**src/rtl/decode_writeback.sv**
```systemverilog
// Y86-64 decode/write-back stage: register file, source/destination decode and sticky status.
// Optional REGFILE_DEBUG_EN adds reg_dump and commit_cnt observation ports.
module decode_writeback #(
    parameter logic [63:0] RSP_RESET = 64'h0000_0000_0000_0200
) (
    input  logic         clock,
    input  logic         reset,
    input  logic [3:0]   icode,
    input  logic [3:0]   rA,
    input  logic [3:0]   rB,
    input  logic         halt_in,
    input  logic         cnd,
    input  logic [63:0]  valE,
    input  logic [63:0]  valM,
    output logic [3:0]   srcA,
    output logic [3:0]   srcB,
    output logic [3:0]   dstE,
    output logic [3:0]   dstM,
    output logic [63:0]  valA,
    output logic [63:0]  valB,
`ifdef REGFILE_DEBUG_EN
    output logic [959:0] reg_dump,
    output logic [31:0]  commit_cnt,
`endif
    output logic [1:0]   stat
);

    localparam logic [3:0] RegNone = 4'hF;
    localparam logic [3:0] RegRsp  = 4'h4;

    localparam logic [3:0] IHalt  = 4'h0;
    localparam logic [3:0] ICmov  = 4'h2;
    localparam logic [3:0] IIrmov = 4'h3;
    localparam logic [3:0] IRmmov = 4'h4;
    localparam logic [3:0] IMrmov = 4'h5;
    localparam logic [3:0] IOp    = 4'h6;
    localparam logic [3:0] ICall  = 4'h8;
    localparam logic [3:0] IRet   = 4'h9;
    localparam logic [3:0] IPush  = 4'hA;
    localparam logic [3:0] IPop   = 4'hB;

    typedef enum logic [1:0] {
        StatAok = 2'b00,
        StatHlt = 2'b01,
        StatIns = 2'b10
    } statT;

    statT        statReg;
    statT        nextStat;
    logic        commit;
    logic [63:0] regs [0:14];

    always_comb begin
        srcA = RegNone;
        srcB = RegNone;
        dstE = RegNone;
        dstM = RegNone;
        case (icode)
            ICmov:  begin srcA = rA; dstE = cnd ? rB : RegNone; end
            IIrmov: begin dstE = rB; end
            IRmmov: begin srcA = rA; srcB = rB; end
            IMrmov: begin srcB = rB; dstM = rA; end
            IOp:    begin srcA = rA; srcB = rB; dstE = rB; end
            ICall:  begin srcB = RegRsp; dstE = RegRsp; end
            IRet:   begin srcA = RegRsp; srcB = RegRsp; dstE = RegRsp; end
            IPush:  begin srcA = rA; srcB = RegRsp; dstE = RegRsp; end
            IPop:   begin srcA = RegRsp; srcB = RegRsp; dstE = RegRsp; dstM = rA; end
            default: ;
        endcase
    end

    always_comb begin
        valA = (srcA == RegNone) ? 64'd0 : regs[srcA];
        valB = (srcB == RegNone) ? 64'd0 : regs[srcB];
    end

    // Illegal opcodes outrank halt; once left AOK the status holds until reset.
    always_comb begin
        nextStat = statReg;
        if (statReg == StatAok) begin
            if (icode > 4'hB)
                nextStat = StatIns;
            else if (halt_in || icode == IHalt)
                nextStat = StatHlt;
        end
    end

    assign commit = (statReg == StatAok) && (nextStat == StatAok);
    assign stat   = statReg;

    always_ff @(posedge clock) begin
        if (reset)
            statReg <= StatAok;
        else
            statReg <= nextStat;
    end

    // The M write is issued last so it wins when both ports target the same register.
    always_ff @(posedge clock) begin
        if (reset) begin
            for (int i = 0; i < 15; i++)
                regs[i] <= (i == 4) ? RSP_RESET : 64'd0;
        end else if (commit) begin
            if (dstE != RegNone)
                regs[dstE] <= valE;
            if (dstM != RegNone)
                regs[dstM] <= valM;
        end
    end

`ifdef REGFILE_DEBUG_EN
    for (genvar g = 0; g < 15; g++) begin : gDump
        assign reg_dump[64*g +: 64] = regs[g];
    end

    always_ff @(posedge clock) begin
        if (reset)
            commit_cnt <= 32'd0;
        else if (commit)
            commit_cnt <= commit_cnt + 32'd1;
    end
`endif

endmodule

```
**config.mk**
```make
export PLATFORM = sky130hd
export DESIGN_NAME = decode_writeback
export DESIGN_NICKNAME = d
export VERILOG_FILES = /design/src/rtl/decode_writeback.sv
export SDC_FILE = /design/constraint.sdc
export NUM_CORES = 2
export LEC_CHECK = 0
export CAP_MARGIN = 20
export CORE_ASPECT_RATIO = 0.6
export CORE_MARGIN = 2
export CORE_UTILIZATION = 50
export CTS_CLUSTER_SIZE = 20
export DETAILED_ROUTE_END_ITERATION = 8
export DONT_BUFFER_PORTS = 1
export PLACE_DENSITY = 0.64
export SKIP_CTS_REPAIR_TIMING = 1
export SYNTH_ARGS = -nofsm -noshare
export SYNTH_HDL_FRONTEND = slang
export SYNTH_SLANG_ARGS = --single-unit
```
**constraint.sdc**
```tcl
create_clock -name clock -period 10.9 [get_ports clock]
set_input_delay 1.635 -clock clock [delete_from_list [all_inputs] [get_ports clock]]
set_output_delay 1.635 -clock clock [all_outputs]
set_load 0.02 [all_outputs]
```
# Word level (Yosys, flattened, before mapping)
# Memories as Yosys holds them, arrays and structs flattened.
# Index checks and enable logic that the tools add are counted.
[classes] n_reduce_logical=13 mux=26 magnitude_cmp=1 n_eq_ne=13
[op_table] op="two-way mux 64 bit" n=4
[op_table] op="OR reduction 64 bit" n=2
[op_table] op="== test 4 bit (second input constant)" n=6
[op_table] op="two-way mux 4 bit" n=4
[op_table] op="case mux 4 bit (2 select lines)" n=2
[op_table] op="== test 4 x 3 -> 1 bit (second input constant)" n=3
[op_table] op="two-way mux 1 bit" n=12
[op_table] op="case mux 4 bit (3 select lines)" n=1
[op_table] op="== test 4 x 2 -> 1 bit (second input constant)" n=2
[op_table] op="!= test 4 bit (second input constant)" n=2
[op_table] op="OR reduction 4 bit" n=2
[op_table] op="two-way mux 2 bit" n=3
[op_table] op="OR reduction 2 bit" n=3
[op_table] op="greater-than comparator 4 bit (second input constant)" n=1
[op_table] op="logical NOT 2 bit" n=2
[op_table] op="logical NOT 4 bit" n=1
[op_table] op="OR reduction 3 bit" n=1
[op_table] op="logical AND 1 bit" n=1
[op_table] op="logical OR 1 bit" n=1
[word_totals] output_inout_bits=146 mem_bits_rw=960 ff_bits=2 n_memories=1 word_cells=55
[mem_list] name="regs" depth=15 width=64 rd=2 rd_clocked_by_memory_dff=0 wr=15 line="51" rtl="logic [63:0] regs [0:14];"

# Longest topological paths before layout
[depth] depth_word=12 ltp_mapped=11 depth_no_buf=7

# Worst setup path after synthesis
# No wires, ideal clock.
[synth_path] path_type="input port to output port" startpoint="input port icode[3]" endpoint="output port valA[61]" t_required_ns=9.265 path_stages=10 t_arrival_ns=3.833 slack_ns=5.432 n_path_buf=4 path_cell_list="buf_2 -> and2_1 -> buf_2 -> o31ai_4 -> inv_2 -> clkbuf_1 -> buf_2 -> o211ai_1 -> a31oi_1 -> a222oi_1"
[synth_via] elab_chain_len=5
[synth_lines] item="start, declared" line="8" rtl="input logic [3:0] icode,"
[synth_lines] item="== test 4 bit, or another cell as far along" line="58" rtl="case (icode)"
[synth_lines] item="OR reduction 4 bit (no source line) / OR reduction 2 bit (equally long branches)"
[synth_lines] item="case mux 4 bit (2 select lines) (*)" line="58"
[synth_lines] item="net srcA[1]" line="15" rtl="output logic [3:0] srcA,"
[synth_lines] item="memory read (15 x 64 bit) / == test 4 bit (equally long branches)"
[synth_lines] item="two-way mux 64 bit (*)" line="73" rtl="valA = (srcA == RegNone) ? 64'd0 : regs[srcA];"
[synth_lines] item="end, declared" line="19" rtl="output logic [63:0] valA,"
# The timed path passes the listed nets; every way through them passes the cells marked *.

# Worst setup path after layout
[layout_path] startpoint="input port icode[3]" endpoint="output port valA[57]"
# Same word-level chain as after synthesis.

==> results.md <==
* Run status: finished, violations left
* Violated checks: DRC
* Clock latency at the later pin of the worst-skew pair at 0.74 ns
* Largest net degree at the start of global routing at 170
* Standard-cell rows at 98
* Proportion of total power due to net switching at 0.2756
* Cell leakage power at 22.90 nW
* Number of enable-type register cells in the synthesized netlist at 1024
* Power share of the sequential group at 0.480
* Leading post-synthesis cells by cell area: sky130_fd_sc_hd__edfxtp_1 (51%), sky130_fd_sc_hd__a22o_1 (13%), sky130_fd_sc_hd__mux2i_1 (5.7%)
* Buffers added on ports at 0
* Post-synthesis sequential area ratio at 0.5108
* Min-delay src: stat[1]
* Worst Setup Start Kind: primary input
* Fraction of layout cells with a size suffix above 1 at 0.08903
* Count of nets after finishing at 4894
* Primary flip-flop cell chosen by synthesis mapping: sky130_fd_sc_hd__edfxtp_1
* Detailed-routing iteration count for the pre-antenna-repair pass at 9
* Synth unique cells at 76
* Max capacitance violation total at 0
* RSZ-0062 raised after global routing: no
* Post-place setup slack at 3.605 ns
* Clock sink count at 1026
* Number of instances in the synthesized netlist at 5247
* Proportion of synthesized area in mux cells at 0.06168
* Clock transition at the registers of the reported paths at 0.06 ns
* Library cell occupying the most area in the post-synthesis netlist: sky130_fd_sc_hd__edfxtp_1
* Async SR Flop Fraction at 0
* Peak supply drop at 139.9 uV
* Worst Path Class, Setup: in2out
* DIE AREA at 123400 um2
* Post-Synth Simple-Gate Area at 0.07639
* Synth Cell Area at 60270 um2
* Worst-margin pin slew at 1.251 ns
* Min-delay worst type: reg2reg
* Remaining max-slew budget at the tightest pin at 0.1662
* Combinational group share of total power at 0.124
* Setup tns final at 0 ns
* Type of destination of the critical path: primary output
* Detailed Route Iter0 Violations at 11320
* Final RePlAce weighted congestion at 0.9154
* Via count of the first global-routing pass at 50210
* Synth Area in XOR/XNOR at 0
* Maximum clock frequency at 134.9 MHz
* Antenna violations before repair at 5
* Commonest cells after routing, fill and taps aside: sky130_fd_sc_hd__edfxtp_1 (1024), sky130_fd_sc_hd__a22o_1 (898), sky130_fd_sc_hd__mux2i_1 (341)
* Top-area cell type share of the netlist area at 0.5102
* Fillers at 9990
* Pwr Density at 148.6 nW/um2
* Total internal power at 0.006912 W
* Width of the die at 452.2 um
* Detail Route Antenna Nets at 0
* Overall via count from detail_route at 53510
* Share of the synthesized area in compound gates (AO/OA/AOI/OAI) at 0.2914
* Average routed wire per standard cell at 42.69 um
* Std-Cell Core Area at 119300 um2
* Mean area per synthesized cell at 11.49 um2
* Number of synthesis warnings at 0
* Boundary Pins at 290
* Critical-path maximum fanout at 112
* Residual DRC at 24
* Synth Area in Adders at 0
* Power share of the clock group at 0.395
* DIE HEIGHT at 272.9 um
* Initial Util at 0.5052
* Commonest non-fill, non-tap cell in the layout: sky130_fd_sc_hd__edfxtp_1
* Maximum root-to-sink buffer count at 3
* First-pass GRT wire length at 379000 um
* Worst clock skew at 0.01728 ns
* CTS root buffer: sky130_fd_sc_hd__clkbuf_16
* Final-report setup violation count at 0
* Cell count of the worst hold path at 2
* Count of endpoints failing hold in the final timing report at 0
* Area added between synthesis and finish at 6.521%
* Worst reg2reg path startpoint: stat[0]
* Net switching power of the design at 0.002630 W
* Overall global routing resource usage at 0.4274
* Inserted Clock Buffers at 102
* Flip-flop and latch count after synthesis at 1026
* Minimum clock period after layout at 7.412 ns
* Post-Route WL at 274600 um
* Number of slew-limit violations in the final report at 0
* Data arrival time at the worst-slack endpoint at 5.78 ns
* Required time of the critical path at 9.27 ns
* Clock tree from TritonCTS: built
* PnR worst setup slack at 3.488 ns
* Avg Vias per Cell at 8.318
* Worst Setup SP: icode[3]
* Count of H-tree levels built during CTS at 3
* Total half-perimeter wirelength after legalization and detailed placement at 139900 um
* Register-to-Register Path Depth at 7
* Overflow after GRT at 0
* Largest family of logic cells by synthesized area: compound AO/OA/AOI/OAI gates
* Period Utilization, post-route at 0.6800
## critical path: stages
cell,delay [ns]
sky130_fd_sc_hd__and2_4,0.63
sky130_fd_sc_hd__buf_4,0.76
sky130_fd_sc_hd__o31ai_4,0.20
sky130_fd_sc_hd__inv_8,0.62
sky130_fd_sc_hd__buf_4,0.93
sky130_fd_sc_hd__a221oi_1,0.14
sky130_fd_sc_hd__a311o_1,0.38
sky130_fd_sc_hd__nand4_1,0.36
## cell type report
cell class / count / area (um2) / area share
flip-flops and latches: 1026 / 30790 / 0.4796
inverters: 36 / 165.2 / 0.002572
clock inverters: 57 / 673.1 / 0.01048
well taps: 1600 / 2002 / 0.03118
repair buffers: 145 / 1199 / 0.01867
diodes: 3 / 7.507 / 0.0001169
multi-input cells: 3439 / 26650 / 0.4150
clock buffers: 127 / 2719 / 0.04235
## synthesized netlist by cell type (all sizes together) (79+ instances only)
master,number
and2,176
clkbuf,558
a22o,898
a21oi,79
o22ai,152
o21ai,194
mux2i,341
nand4,129
buf,251
a211o,123
a221oi,173
a32o,125
edfxtp,1024
nand2,313
## registers in the layout, summed over array words and instances (netlist names)
name and cells:
stat 2, regs 1024
## cells by family after synthesis
kind of cell           Yosys count
AOI/OAI and AO/OA             2152
DFF                           1026
and+or+nand+nor                855
buffers and inverters          845
muxes                          368
other                            1
## through the flow
stage	instance area (um2)	util	hold WS, ns	instances	power [W]
detailed placement	60750	0.5092	0.6812	6244	0.005780
CTS	64140	0.5376	0.6934	6428	0.009446
global placement	60720	0.5089	0.6860	6243	0.005766
floorplan	60510	-	0.6194	5310	0.005418
finish	64200	0.5381	0.7100	6433	0.009542
global route	64200	0.5381	0.7336	6431	0.009671
## power by group through the flow
stage | Combinational (W) | Clock, W | Sequential (W)
after global routing | 0.00119 | 0.00389 | 0.00460
after CTS | 0.00112 | 0.00375 | 0.00458
final | 0.00119 | 0.00377 | 0.00458
after detailed placement | 0.00112 | 0 | 0.00466
after floorplan | 0.000781 | 0 | 0.00464
after global placement | 0.00111 | 0 | 0.00466
## metal layers
layer	GRT usage	wire, um	vias up
met1	0.5753	99720	26040
met5	0	21	-
li1	-	-	20500
met2	0.5859	108800	5792
met4	0.2201	16860	4
met3	0.1777	49260	1177
## path summary, 6_finish.rpt
| kind | to | slack, ns |
|---|---|---|
| worst min-delay path | stat[1] | 0.71 |
| worst max register to register | regs[6][35] | 5.75 |
| worst max-delay path | valA[57] | 3.49 |
| worst min register to register | stat[1] | 0.71 |
(Power assumes the default switching activity.)
